===== src/rtl/div_share_sched.sv =====
// Round-robin shared divide-by-constant unit: reciprocal multiply with round-half-up.
// Latency 2 cycles grant-to-result; stalls the whole pipeline and grants nothing while a result waits.
module div_share_sched #(
  parameter int NUM_REQ = 4,
  parameter int DWIDTH = 8,
  parameter int COEF_WIDTH = 18,
  parameter logic [COEF_WIDTH-1:0] DEFAULT_COEF = 6096,
  localparam int IDW = (NUM_REQ > 1) ? $clog2(NUM_REQ) : 1
) (
  input  logic                      clk,
  input  logic                      rst,
  input  logic [NUM_REQ-1:0]        i_req_v,
  input  logic [NUM_REQ*DWIDTH-1:0] i_req_data,
  output logic [NUM_REQ-1:0]        o_req_ready,
  input  logic                      i_cfg_we,
  input  logic [IDW-1:0]            i_cfg_sel,
  input  logic [COEF_WIDTH-1:0]     i_cfg_coef,
  output logic                      o_res_v,
  output logic [DWIDTH-1:0]         o_res_data,
  output logic [IDW-1:0]            o_res_id,
  input  logic                      i_res_ready,
  output logic                      o_busy
);

  localparam int PW = DWIDTH + COEF_WIDTH;
  localparam logic [IDW-1:0] PTR_RST = IDW'(NUM_REQ - 1);

  logic [IDW-1:0]        ptr_q, ptr_d;
  logic [COEF_WIDTH-1:0] coef_q [NUM_REQ];
  logic [COEF_WIDTH-1:0] coef_d [NUM_REQ];
  logic [PW-1:0]         p1_q, p1_d;
  logic [IDW-1:0]        id1_q, id1_d;
  logic                  v1_q, v1_d;
  logic                  res_v_q, res_v_d;
  logic [DWIDTH-1:0]     res_data_q, res_data_d;
  logic [IDW-1:0]        res_id_q, res_id_d;

  logic                  adv;
  logic                  gnt_vld;
  logic [IDW-1:0]        gnt_idx;
  logic [IDW-1:0]        cand;
  logic [DWIDTH-1:0]     gnt_dat;
  logic [COEF_WIDTH-1:0] gnt_coef;

  assign adv = !res_v_q || i_res_ready;

  // Search starts one past the last winner; grants are suppressed while in reset.
  always_comb begin
    gnt_vld = 1'b0;
    gnt_idx = '0;
    cand    = '0;
    for (int i = 1; i <= NUM_REQ; i++) begin
      cand = IDW'((int'(ptr_q) + i) % NUM_REQ);
      if (adv && !rst && !gnt_vld && i_req_v[cand]) begin
        gnt_vld = 1'b1;
        gnt_idx = cand;
      end
    end
  end

  assign gnt_dat     = i_req_data[gnt_idx*DWIDTH +: DWIDTH];
  assign gnt_coef    = coef_q[gnt_idx];
  assign o_req_ready = gnt_vld ? ({{(NUM_REQ-1){1'b0}}, 1'b1} << gnt_idx) : '0;

  // A write landing with a grant to the same entry is seen only by later grants.
  always_comb begin
    coef_d = coef_q;
    if (i_cfg_we && int'(i_cfg_sel) < NUM_REQ) begin
      coef_d[i_cfg_sel] = i_cfg_coef;
    end
  end

  always_comb begin
    ptr_d      = gnt_vld ? gnt_idx : ptr_q;
    v1_d       = v1_q;
    p1_d       = p1_q;
    id1_d      = id1_q;
    res_v_d    = res_v_q;
    res_data_d = res_data_q;
    res_id_d   = res_id_q;
    if (adv) begin
      v1_d = gnt_vld;
      if (gnt_vld) begin
        p1_d  = PW'(gnt_dat) * PW'(gnt_coef);
        id1_d = gnt_idx;
      end
      // coef < 2^COEF_WIDTH keeps the rounded quotient <= dividend, so no overflow.
      res_v_d    = v1_q;
      res_data_d = p1_q[PW-1:COEF_WIDTH] + DWIDTH'(p1_q[COEF_WIDTH-1]);
      res_id_d   = id1_q;
    end
  end

  always_ff @(posedge clk or posedge rst) begin
    if (rst) begin
      ptr_q      <= PTR_RST;
      p1_q       <= '0;
      id1_q      <= '0;
      v1_q       <= 1'b0;
      res_v_q    <= 1'b0;
      res_data_q <= '0;
      res_id_q   <= '0;
      for (int k = 0; k < NUM_REQ; k++) begin
        coef_q[k] <= DEFAULT_COEF;
      end
    end else begin
      ptr_q      <= ptr_d;
      p1_q       <= p1_d;
      id1_q      <= id1_d;
      v1_q       <= v1_d;
      res_v_q    <= res_v_d;
      res_data_q <= res_data_d;
      res_id_q   <= res_id_d;
      for (int k = 0; k < NUM_REQ; k++) begin
        coef_q[k] <= coef_d[k];
      end
    end
  end

  assign o_res_v    = res_v_q;
  assign o_res_data = res_data_q;
  assign o_res_id   = res_id_q;
  assign o_busy     = v1_q || res_v_q;

endmodule


===== config.mk =====
export PLATFORM = sky130hd
export DESIGN_NAME = div_share_sched
export DESIGN_NICKNAME = d
export VERILOG_FILES = /design/src/rtl/div_share_sched.sv
export SDC_FILE = /design/constraint.sdc
export NUM_CORES = 1
export LEC_CHECK = 0
export CAP_MARGIN = 5
export CORE_MARGIN = 3
export CORE_UTILIZATION = 65
export CTS_CLUSTER_SIZE = 28
export DETAILED_ROUTE_END_ITERATION = 12
export PLACE_DENSITY = 0.88
export SYNTH_ARGS = -nofsm -noshare
export SYNTH_HDL_FRONTEND = slang
export SYNTH_SLANG_ARGS = --single-unit

===== constraint.sdc =====
create_clock -name clk -period 16.1 [get_ports clk]
set_input_delay 3.22 -clock clk [delete_from_list [all_inputs] [get_ports clk]]
set_output_delay 3.22 -clock clk [all_outputs]
set_load 0.005 [all_outputs]

==> results.cfg <==
[status]
status = finished, final reports clean

[route]
wl_met3_mm = 1.80
drtIter0Drc = 680
wl_met1_mm = 9.34
vias = 7343
wl_met2_mm = 10.3
wirelength_mm = 21.9
routed_via_density = 5.95
drc_errors = 0
wl_per_cell_um = 17.7
ant_nets = 0
dr.max_layer_used = met4
dr.pass1.iters = 5

[yosys]
syn_area_um2 = 9000
synthTopCellsByArea = fa_1 (21%), dfrtp_1 (19%), mux2_2 (9.5%)
synth_xor_area_share_pct = 0.875
synth.distinct_cells = 58
synthSimpleGateAreaFrac_pct = 19.7
synth_fa_ha_area_share_pct = 27.4
synth.largest_area_cell = fa_1
ys_seq_area_share_pct = 27.4
syn-num-nets = 1200
synthCells = 1000
synthMuxAreaShare_pct = 9.96
synthArstFlopShare_pct = 100
synth_top_area_share_pct = 21.1
synth_top_flop_cell = dfrtp_1
synth_compound_area_share_pct = 8.35
synth_top_family_by_area = adder cells
synth_enable_flop_cells = 0
ys_ff_latch = 97
ys.warnings.count = 0
synth_area_per_cell_um2 = 9.00

[floorplan]
rows = 42
coreArea_um2 = 13400
io_pins = 76
dieWidth_um = 124
die_area_um2 = 15300
fp.dieH_um = 124
initial_utilization_pct = 67.2

[critical_path]
cp.required_ps = 16390
path_cells = clkdlybuf4s50_1 > or2_1 > a311oi_4 > and2_2 > nand2_1 > nand3_1 > o21ai_1 > nor2_1 > fa_1 > fa_1 > fa_1 > inv_1 > fa_1 > inv_1 > ha_1 > nand4_1 > nor2_1 > nand2_1 > nor2_1 > nand4_1 > o21ai_4 > mux2i_1 > a22o_1
path_max_fanout = 56
rrSetupSlack_ps = 8940
crit_type = input port to register
slowest_delay_ps = 900
critPathLaunchType = input port
crit_arrival_ps = 10520
critPathBufInv = 3
endpoint_kind = register
timing.rr.end = p1_q[24]
ff2ff_path_depth = 22
cp_common_cell = fa_1
cpMaxStageDelayCell = and2_2
reg2reg_from = ptr_q[1]
crit_family = simple AND/OR/NAND/NOR gates

[timing]
finalSetupViolations = 0
tns_ps = 0
hold_viol = 0
max-slew-margin-rel_pct = 21.3
post-route-period-util_pct = 63.6
rsz0062_at_grt = false
maxSlewViolCount = 0
tightestPinTransition_ps = 1180
min_period_ps = 10230
finalClockSkew_ps = 11.6
fmax_ghz = 0.0977

[grt]
grt_antenna_before_repair = 0
gr-usage-all-layers_pct = 30.2
grt_start_max_net_pins = 75
grt_pass1_vias = 7387
grt_pass1_wl_mm = 36.0
overflow = 0

[finish]
fin_nets = 1253
post-route-util_pct = 75.9
area_growth_pct = 13.0
diodes = 0
drive_above_1_share_pct = 15.5

[clock_tree]
htreeDepth = 3
path_clk_slew_ps = 70
insertion_delay_ps = 360
clock_sinks = 97
cts_setup_buffers = 0
clock_path_buffers = 2
cts_buffers = 9
postCtsResizedCells = 0
root_buffer = clkbuf_16
cts_tree = yes
postCtsHoldBufs = 0

[place]
io_buffers = 75
place.gp.congestion = 0.944
place_hpwl_mm = 16.2

[worst_hold_path]
hold_depth = 2
holdPathEnd = o_res_data[2]
worstHoldPathType = register to register
min-delay-start = o_res_data[2]

[job]
cap_violations = 0
==> synth_stat cells, types with 15 or more instances <==
cell / count
nand2_1: 164
nor2_1: 143
inv_1: 108
fa_1: 95
mux2_2: 76
dfrtp_1: 67
nand3_1: 47
ha_1: 45
dfstp_2: 30
clkbuf_1: 23
o21ai_0: 22
a21oi_1: 21
o21ai_1: 21
or2_2: 16
buf_2: 15
==> worst reg2reg max path: stages, from the launching register on <==
cell      delay [ps]
dfstp_2          610
nor3b_2           90
a311oi_4         360
and2_2           900
nand2_1          160
nand3_1          120
o21ai_1          310
nor2_1           260
fa_1             490
fa_1             540
fa_1             550
inv_1             60
fa_1             530
inv_1             40
ha_1             320
nand4_1          200
nor2_1           310
nand2_1          120
nor2_1           170
nand4_1          160
o21ai_4          340
mux2i_1          300
a22o_1           160
==> cells in the final DEF, fill, tap and decap left out, drive strengths merged, types with 3 or more instances in the layout <==
cell | synthesis | layout
nand2 | 164 | 164
nor2 | 143 | 143
inv | 108 | 112
fa | 95 | 95
mux2 | 77 | 77
clkdlybuf4s50 | 0 | 75
dfrtp | 67 | 67
o21ai | 50 | 50
nand3 | 47 | 47
ha | 45 | 45
dfstp | 30 | 30
or2 | 22 | 22
a21oi | 21 | 21
clkbuf | 23 | 9
a21o | 8 | 8
nor3 | 8 | 8
buf | 17 | 7
a211oi | 6 | 6
xor2 | 5 | 5
o211ai | 5 | 5
xnor2 | 4 | 4
nor4 | 4 | 4
nand4 | 4 | 4
nor2b | 3 | 3
and3 | 3 | 3
nand2b | 3 | 3
mux2i | 3 | 3
and2 | 3 | 3
a31oi | 3 | 3
clkinv | 0 | 3
==> routing by layer <==
metal | vias to the layer above | global-route usage [%]
met5 | - | 0
met4 | 0 | 8.58
met3 | 34 | 5.99
met2 | 335 | 47.3
met1 | 3613 | 43.1
li1 | 3361 | -
==> logic make-up after synthesis <==
| logic type | after synthesis |
|---|---|
| flip-flops | 97 |
| buffers and inverters | 148 |
| adder cells (fa/ha/maj) | 140 |
| multiplexers | 80 |
| AO/OA/AOI/OAI | 112 |
| AND/OR/NAND/NOR | 414 |
| XOR/XNOR | 9 |
==> cell type report <==
cell class,instances,area [µm²]
flip-flops and latches,97,2460
clock inverters,7,66.3
inverters,108,407
repair buffers,82,803
fillers,898,3230
clock buffers,9,225
well taps,176,220
multi-input cells,755,5990
==> worst max-delay path by stage <==
| stage | startpoint | to | slack (ps) | cells past startpoint |
|---|---|---|---|---|
| 5_1_grt | i_req_v[1] | p1_q[24] | 5470 | 24 |
| 3_5_place_dp | i_req_v[1] | p1_q[24] | 5640 | 24 |
| 4_1_cts | i_req_v[1] | p1_q[24] | 5970 | 24 |
| 2_1_floorplan | i_req_v[1] | p1_q[24] | 7090 | 25 |
| 3_3_place_gp | i_req_v[1] | p1_q[24] | 5790 | 24 |
| 6_report | i_req_v[1] | p1_q[24] | 5870 | 23 |
==> registers in the layout, indices dropped and copies added (netlist names) <==
register / cells
v1_q: 1
o_res_v: 1
ptr_q: 2
o_res_data: 8
o_res_id: 2
coef_q: 72
id1_q: 2
p1_q: 9
==> stage by stage <==
stage,setup WS [ps],area (µm²),hold WS [ps],cells
final,5870,10200,479,1234
after floorplan,7090,9000,443,1000
after global placement,5790,9880,459,1218
after detailed placement,5640,9880,470,1218
after CTS,5970,10200,486,1234
after global routing,5470,10200,500,1234
Power is not shown: default switching activity piles up to over one toggle a cycle in this logic, so the estimate is an artifact.
